**src/rtl/camera_cfg_master.sv**
```systemverilog
// rtl/camera_cfg_master.sv - Avalon-MM master that programs and optionally verifies a camera register block
module camera_cfg_master #(
    parameter int READ_LATENCY = 1,
    parameter bit VERIFY       = 1'b1
) (
    input  logic        clk,
    input  logic        reset_n,
    input  logic        start,
    input  logic [15:0] cfg_width,
    input  logic [15:0] cfg_height,
    input  logic [15:0] cfg_start_row,
    input  logic [15:0] cfg_start_column,
    input  logic [15:0] cfg_row_size,
    input  logic [15:0] cfg_column_size,
    input  logic [15:0] cfg_row_mode,
    input  logic [15:0] cfg_column_mode,
    input  logic [15:0] cfg_exposure,
    output logic [4:0]  avm_address,
    output logic        avm_read,
    output logic        avm_write,
    output logic [31:0] avm_writedata,
    input  logic [31:0] avm_readdata,
    input  logic        avm_waitrequest,
    output logic        busy,
    output logic        done,
    output logic        error,
    output logic [4:0]  error_addr
);

    typedef enum logic [2:0] {
        IDLE, RST_ASSERT, WRITE, RST_RELEASE, READ_REQ, READ_WAIT, DONE
    } state_t;

    localparam logic [4:0] SOFT_RST_ADDR = 5'h1F;
    localparam logic [3:0] LAST_IDX      = 4'd8;
    localparam logic [1:0] LAT_LAST      = 2'(READ_LATENCY - 1);

    state_t      state_q, state_d;
    logic [3:0]  idx_q, idx_d;
    logic [1:0]  lat_q, lat_d;
    logic [15:0] cfg_q [9];
    logic [15:0] cfg_d [9];
    logic [15:0] cfg_in [9];
    logic        error_q, error_d;
    logic [4:0]  error_addr_q, error_addr_d;
    logic [15:0] cur_cfg;
    logic        readdata_unused;

    always_comb begin
        cfg_in[0] = cfg_width;
        cfg_in[1] = cfg_height;
        cfg_in[2] = cfg_start_row;
        cfg_in[3] = cfg_start_column;
        cfg_in[4] = cfg_row_size;
        cfg_in[5] = cfg_column_size;
        cfg_in[6] = cfg_row_mode;
        cfg_in[7] = cfg_column_mode;
        cfg_in[8] = cfg_exposure;
    end

    assign cur_cfg         = cfg_q[idx_q];
    // Only the low half of each camera register is meaningful on readback.
    assign readdata_unused = ^avm_readdata[31:16];

    always_ff @(posedge clk or negedge reset_n) begin
        if (!reset_n) begin
            state_q      <= IDLE;
            idx_q        <= '0;
            lat_q        <= '0;
            error_q      <= 1'b0;
            error_addr_q <= '0;
            for (int i = 0; i < 9; i++) cfg_q[i] <= '0;
        end else begin
            state_q      <= state_d;
            idx_q        <= idx_d;
            lat_q        <= lat_d;
            error_q      <= error_d;
            error_addr_q <= error_addr_d;
            cfg_q        <= cfg_d;
        end
    end

    always_comb begin
        state_d       = state_q;
        idx_d         = idx_q;
        lat_d         = lat_q;
        cfg_d         = cfg_q;
        error_d       = error_q;
        error_addr_d  = error_addr_q;
        avm_address   = '0;
        avm_read      = 1'b0;
        avm_write     = 1'b0;
        avm_writedata = '0;
        case (state_q)
            IDLE: begin
                if (start) begin
                    cfg_d        = cfg_in;
                    error_d      = 1'b0;
                    error_addr_d = '0;
                    idx_d        = '0;
                    state_d      = RST_ASSERT;
                end
            end
            RST_ASSERT: begin
                avm_write   = 1'b1;
                avm_address = SOFT_RST_ADDR;
                if (!avm_waitrequest) begin
                    idx_d   = '0;
                    state_d = WRITE;
                end
            end
            WRITE: begin
                avm_write     = 1'b1;
                avm_address   = {1'b0, idx_q};
                avm_writedata = {16'h0000, cur_cfg};
                if (!avm_waitrequest) begin
                    if (idx_q == LAST_IDX) state_d = RST_RELEASE;
                    else                   idx_d   = idx_q + 4'd1;
                end
            end
            RST_RELEASE: begin
                avm_write     = 1'b1;
                avm_address   = SOFT_RST_ADDR;
                avm_writedata = 32'h0000_0001;
                if (!avm_waitrequest) begin
                    if (VERIFY) begin
                        idx_d   = '0;
                        state_d = READ_REQ;
                    end else begin
                        state_d = DONE;
                    end
                end
            end
            READ_REQ: begin
                avm_read    = 1'b1;
                avm_address = {1'b0, idx_q};
                if (!avm_waitrequest) begin
                    lat_d   = '0;
                    state_d = READ_WAIT;
                end
            end
            READ_WAIT: begin
                // The slave's data is valid only in the last cycle of the latency window.
                if (lat_q == LAT_LAST) begin
                    if (avm_readdata[15:0] != cur_cfg) begin
                        error_d      = 1'b1;
                        error_addr_d = {1'b0, idx_q};
                        state_d      = DONE;
                    end else if (idx_q == LAST_IDX) begin
                        state_d = DONE;
                    end else begin
                        idx_d   = idx_q + 4'd1;
                        state_d = READ_REQ;
                    end
                end else begin
                    lat_d = lat_q + 2'd1;
                end
            end
            DONE:    state_d = IDLE;
            default: state_d = IDLE;
        endcase
    end

    assign busy       = (state_q != IDLE);
    assign done       = (state_q == DONE);
    assign error      = error_q;
    assign error_addr = error_addr_q;

endmodule

```
**config.mk**
```make
export PLATFORM = sky130hd
export DESIGN_NAME = camera_cfg_master
export DESIGN_NICKNAME = d
export VERILOG_FILES = /design/src/rtl/camera_cfg_master.sv
export SDC_FILE = /design/constraint.sdc
export NUM_CORES = 1
export LEC_CHECK = 0
export CAP_MARGIN = 20
export CELL_PAD_IN_SITES_DETAIL_PLACEMENT = 0
export CELL_PAD_IN_SITES_GLOBAL_PLACEMENT = 1
export CORE_ASPECT_RATIO = 1.4
export CORE_MARGIN = 8
export CORE_UTILIZATION = 36
export CTS_CLUSTER_DIAMETER = 200
export DETAILED_ROUTE_END_ITERATION = 7
export GPL_ROUTABILITY_DRIVEN = 0
export PLACE_DENSITY_LB_ADDON = 0.1
export SYNTH_ARGS = -nofsm -noshare
export SYNTH_HDL_FRONTEND = slang
export SYNTH_SLANG_ARGS = --single-unit
```
**constraint.sdc**
```tcl
create_clock -name clk -period 4 [get_ports clk]
set_clock_uncertainty 0.05 [all_clocks]
set_input_delay 0.6 -clock clk [delete_from_list [all_inputs] [get_ports clk]]
set_output_delay 0.6 -clock clk [all_outputs]
set_load 0.02 [all_outputs]
```
[Yosys cells after proc, flatten, opt, wreduce, memory -nomap -nowiden]
Cells that the tools add are included.
Storage, ports and cells
  input bits: 180
  latch bits: 0
  bits in writable memories: 0
  register bits: 159
  memories kept: 0
  ROM bits: 0
  output and inout port bits: 47
  word-level logic and storage cells: 86
Operators by class
  $mul: 0
  shifts and indexed selects: 0
  add/sub/neg operators: 2
  eq/ne operators: 19
  divide/modulo/power cells: 0
  order comparisons: 1
  bitwise operators: 1
  reductions and logical operators: 14
  mux-type cells: 35
Operator list (number)
  $bmux 16 s4: 1
  $mux 16: 2
  $pmux 16 s2: 1
  $mux 4: 6
  $ne 2x2->1 const B: 11
  $mux 3: 7
  $pmux 5 s2: 2
  $pmux 3 s6: 1
  $ne 16x16->1: 1
  $pmux 4 s4: 1
  $mux 5: 3
  $eq 3x3->1 const B: 3
  $mux 2: 4
  $reduce_and 7->1: 1
  $eq 3x2->1 const B: 2
  $reduce_and 6->1: 1
  $ge 5x5->1 const B: 1
  $mux 1: 5
  $not 4->5: 1
  $add 4x1->4 const B: 1
  $eq 4x4->1 const B: 1
  $pmux 2 s2: 1
  $reduce_and 4->1: 1
  $reduce_bool 2->1: 2
  11 further kinds: 12

[Longest topological paths before layout]
  depth after elaboration: 8
  gate-level depth with buffers: 16
  depth with buffers taken out: 11

[Least setup slack after synthesis]
No wires, ideal clock.
  path type: reg-to-reg
  from: register idx_q[0]
  to: register idx_q[1]
  cell stages (with the launch flop): 11
  data arrival time: 2.870 ns
  setup slack: 0.945 ns
  required time: 3.815 ns
  clock period less this slack: 3.055 ns
  setup time: 0.135 ns
  path buffers: 2
  cell sequence: dfrtp_1 -> buf_6 -> mux4_2 -> o21a_1 -> a2111oi_2 -> o2111ai_1 -> or4_4 -> nor3_4 -> buf_6 -> mux2i_1 -> o311ai_1
Between the ends
  cells in the longest elaborated chain, start to end: 7
  elaborated cells between the ends (all ways): 14
  those cells by class: add/sub: 1; eq/ne: 3; mux: 8; bitwise: 1; reduce/logical: 1
RTL lines
  from (decl): line 39  | logic [3:0] idx_q, idx_d;
  from (signal assigned): line 75  | idx_q <= idx_d;
  $not 4->5 (implied by the code): line 61  | assign cur_cfg = cfg_q[idx_q];
  $bmux 16 s4: line 61
  $mux 16 (implied by the code) (2 in series): line 61
  $ne 16x16->1: line 145  | if (avm_readdata[15:0] != cur_cfg) begin
  $ne 2x2->1 (no source line)
  $reduce_and 6->1 (no source line)
Parallel ways exist; a longest one is shown, timed or not. The select of a mux whose other input is x is not followed.
A chain may end at the register's enable or synchronous reset.

[Final worst setup path]
  from: register idx_q[0]
  to: output port avm_writedata[3]
Between the ends
  cells in the longest elaborated chain, start to end: 5
RTL lines
  $not 4->5 (implied by the code): line 61
  $bmux 16 s4: line 61
  $mux 16 (implied by the code) (2 in series): line 61
  $pmux 16 s2: line 94  | case (state_q)
  to (decl): line 21  | output logic [31:0] avm_writedata,
Every way passes these cells. The select of a mux whose other input is x is not followed.

==> impl_metrics.csv <==
group,metric,value,unit
cells_and_area,layout_common_cells,"463 x nand2_1, 189 x clkdlybuf4s50_1, 156 x dfrtp_1, 40 x mux2i_1, 29 x a21oi_1",
logic_synthesis,synth_top_area_cell,"dfrtp_1",
worst_setup_path,rrSetupSlack,0.45,ns
grt,antenna_found_initial,1,
sta,finalCriticalPeriod,3.77,ns
drt,wirelength,27.6,mm
pwr,leakagePower,5.12,nW
grt,grt_start_max_net_pins,97,
sta,max_slew.worst_pin.slew,0.992,ns
logic_synthesis,synth.top_cell.area_share,48.2,%
die,initial_core_util,36.5,%
logic_synthesis,syn-instance-count,975,
worst_setup_path,startpoint_type,"register",
die,die_h,195,um
drt,dr.pass1.iters,6,
logic_synthesis,synth_area_per_cell,8.41,um2
pwr,vdd_ir_drop_max,0.367,mV
place,placed_cells_incl_taps,1435,
place,hpwl,20.8,mm
sta,final_hold_viol_count,0,
drt,post-route-drc-count,0,
place,dp_slack,0.384,ns
logic_synthesis,ys.flop_type,"dfrtp_1",
logic_synthesis,synthTopCellsByArea,"dfrtp_1 48%, nand2_1 21%, mux2i_1 4.9%, mux4_2 4.4%, clkbuf_1 2.1%",
drt,ant_nets,0,
sta,fin_hold_ws,0.133,ns
cells_and_area,layout_commonest_cell,"nand2_1",
pwr,total_power,7.74,mW
grt,grt_use_total,20.2,%
pwr,power.density,705,mW/mm2
clock_tree,clockBufferDepth,2,
drt,drtIter0Drc,483,
sta,relSlewSlack,33.9,%
logic_synthesis,ys_ff_latch,158,
die,die_area,0.0279,mm2
cells_and_area,syn_to_final_growth,34.0,%
worst_setup_path,worstPathMaxFanout,17,
logic_synthesis,synth_area,0.00820,mm2
sta,fin_ws,0.226,ns
logic_synthesis,yosysWarnings,0,
cells_and_area,diodes,0,
worst_setup_path,crit_start,"idx_q[0]$_DFFE_PN0P_",
clock_tree,h-tree-depth,4,
logic_synthesis,async_reset_ff_share,100,%
logic_synthesis,synth_enable_flop_cells,0,
grt,grt_pass1_wl,42.7,mm
clock_tree,cts_tree,"yes",
clock_tree,clkSlewWorstSetupHoldPaths,0.07,ns
die,die_w,144,um
logic_synthesis,yosysSeqAreaShare,48.2,%
sta,fin_setup_tns,0,ns
cells_and_area,n_fill_cell,2233,
grt,grt.overflow.total,0,
run_status,status,"completed",
die,rows,65,
worst_setup_path,reg2regPathDepth,12,
cells_and_area,layout.cells.non_filler,1467,
clock_tree,cts-root-buf,"clkbuf_16",
cells_and_area,final_nets,1336,
clock_tree,cts_buffers,17,
clock_tree,clock_latency,0.43,ns
sta,slew_viol_final,0,
clock_tree,post_cts_buffers,0,
worst_hold_path,hold_class,"in -> async",
die,core-area,0.0224,mm2
grt,grt_pass1_vias,7536,
sta,finalSetupViolations,0,
place,io_buffers,193,
die,ios,227,
worst_setup_path,required,3.35,ns
worst_setup_path,worstPathArrival,3.12,ns
sta,timing.fmax,0.265,GHz
clock_tree,numClockSinks,158,
worst_setup_path,rr_endpoint,"error_addr[0]$_DFFE_PN0P_",
cells_and_area,layout-drive-gt1-share,7.38,%
drt,num_vias,7283,
logic_synthesis,synth.distinct_cells,58,
worst_setup_path,timing.rr.start,"idx_q[0]$_DFFE_PN0P_",
job,cap_violations,0,
sta,rsz0062_at_grt,"false",
sta,post-route-period-util,94.4,%
worst_setup_path,worstSetupEndpointType,"output pin",
drt,wl_per_cell,18.8,um
worst_setup_path,critical_path_class,"reg -> out",
drt,avgViaCountPerCell,4.96,
==> how the worst max path moves through the flow <==
| stage | endpoint | cells after the start |
|---|---|---|
| finish | avm_writedata[3] | 7 |
| CTS | avm_writedata[14] | 6 |
| global route | avm_writedata[3] | 7 |
| floorplan | idx_q[1]$_DFFE_PN0P_ | 10 |
| detailed placement | error_addr[3]$_DFFE_PN0P_ | 11 |
| global placement | error_addr[3]$_DFFE_PN0P_ | 11 |
==> sequential cells by signal, indices dropped and copies added (netlist names) <==
signal	cells
cfg_q	144
error	1
error_addr	4
idx_q	4
lat_q	2
state_q	3
==> per-layer routing <==
metal | global-route usage, % | wire length [um] | share of wire [%]
met3 | 3.83 | 1390 | 5.0
met5 | 0 | 13 | 0.047
met2 | 35.6 | 14300 | 52
met4 | 6.37 | 667 | 2.4
met1 | 23.9 | 11200 | 41
==> Yosys cell counts, drive strengths merged, types with 2 or more instances <==
cell type    n
nor3         8
clkbuf      45
a21boi       5
inv         24
a21o         3
nand4        3
o221ai       2
dfrtp      158
nand3       11
o22ai        9
nand2      464
nand3b       2
nor2b        5
o21ai       28
mux4        16
nand2b       2
a21oi       29
o21a         3
o211ai       4
buf         30
mux2i       40
a221oi      10
o22a         4
and2         3
a22oi        4
or2          7
nor2        19
and3         2
a32oi        2
o311ai       2
a31oi        3
a211oi       4
ha           3
o2111ai      3
==> report_power, final <==
part	internal, mW	switching, mW	leakage (nW)	total (mW)
clock	0.937	0.727	0.284	1.66
combinational	1.38	1.91	2.85	3.29
sequential	2.31	0.475	1.98	2.79
==> metrics by stage <==
stage / cell area [um2] / utilization [%]
5_1_grt: 11000 / 49.0
3_3_place_gp: 10400 / 46.3
2_1_floorplan: 8260 / -
6_report: 11000 / 49.0
3_5_place_dp: 10400 / 46.3
4_1_cts: 11000 / 48.9
==> critical path, stage by stage, from the launching register on <==
cell             delay (ns)
dfrtp_4                0.62
buf_4                  0.22
buf_4                  0.22
mux2i_1                0.14
a221oi_1               0.48
nand2_1                0.14
a21oi_1                0.21
clkdlybuf4s50_1        0.66
==> cells by family (layout without fill, tap and decap cells) <==
group           after synthesis  count (layout)  synth area share (%)
simple gates                531             531                  25.9
flops                       158             158                  48.2
compound gates              126             126                  10.2
buf+inv                     100             275                  5.89
mux                          56              56                  9.28
fa+ha+maj                     3               3                 0.458
other cells                   1              17                0.0457
==> what timing repair did <==
action	in CTS	in global routing
setup endpoints to repair	1	2
resized for setup	1	2
pin swaps	0	0
hold buffers	0	0
==> area by class of cell <==
class | instances | area (um2) | share of cell area [%]
clock buffer | 19 | 433 | 3.94
multi-input combinational | 733 | 3850 | 35.0
clock inverter | 13 | 154 | 1.40
tap | 301 | 377 | 3.43
inverter | 25 | 93.8 | 0.854
timing repair buffer | 218 | 2130 | 19.3
sequential | 158 | 3960 | 36.0
Note: power is estimated with default switching activity, not from simulation.
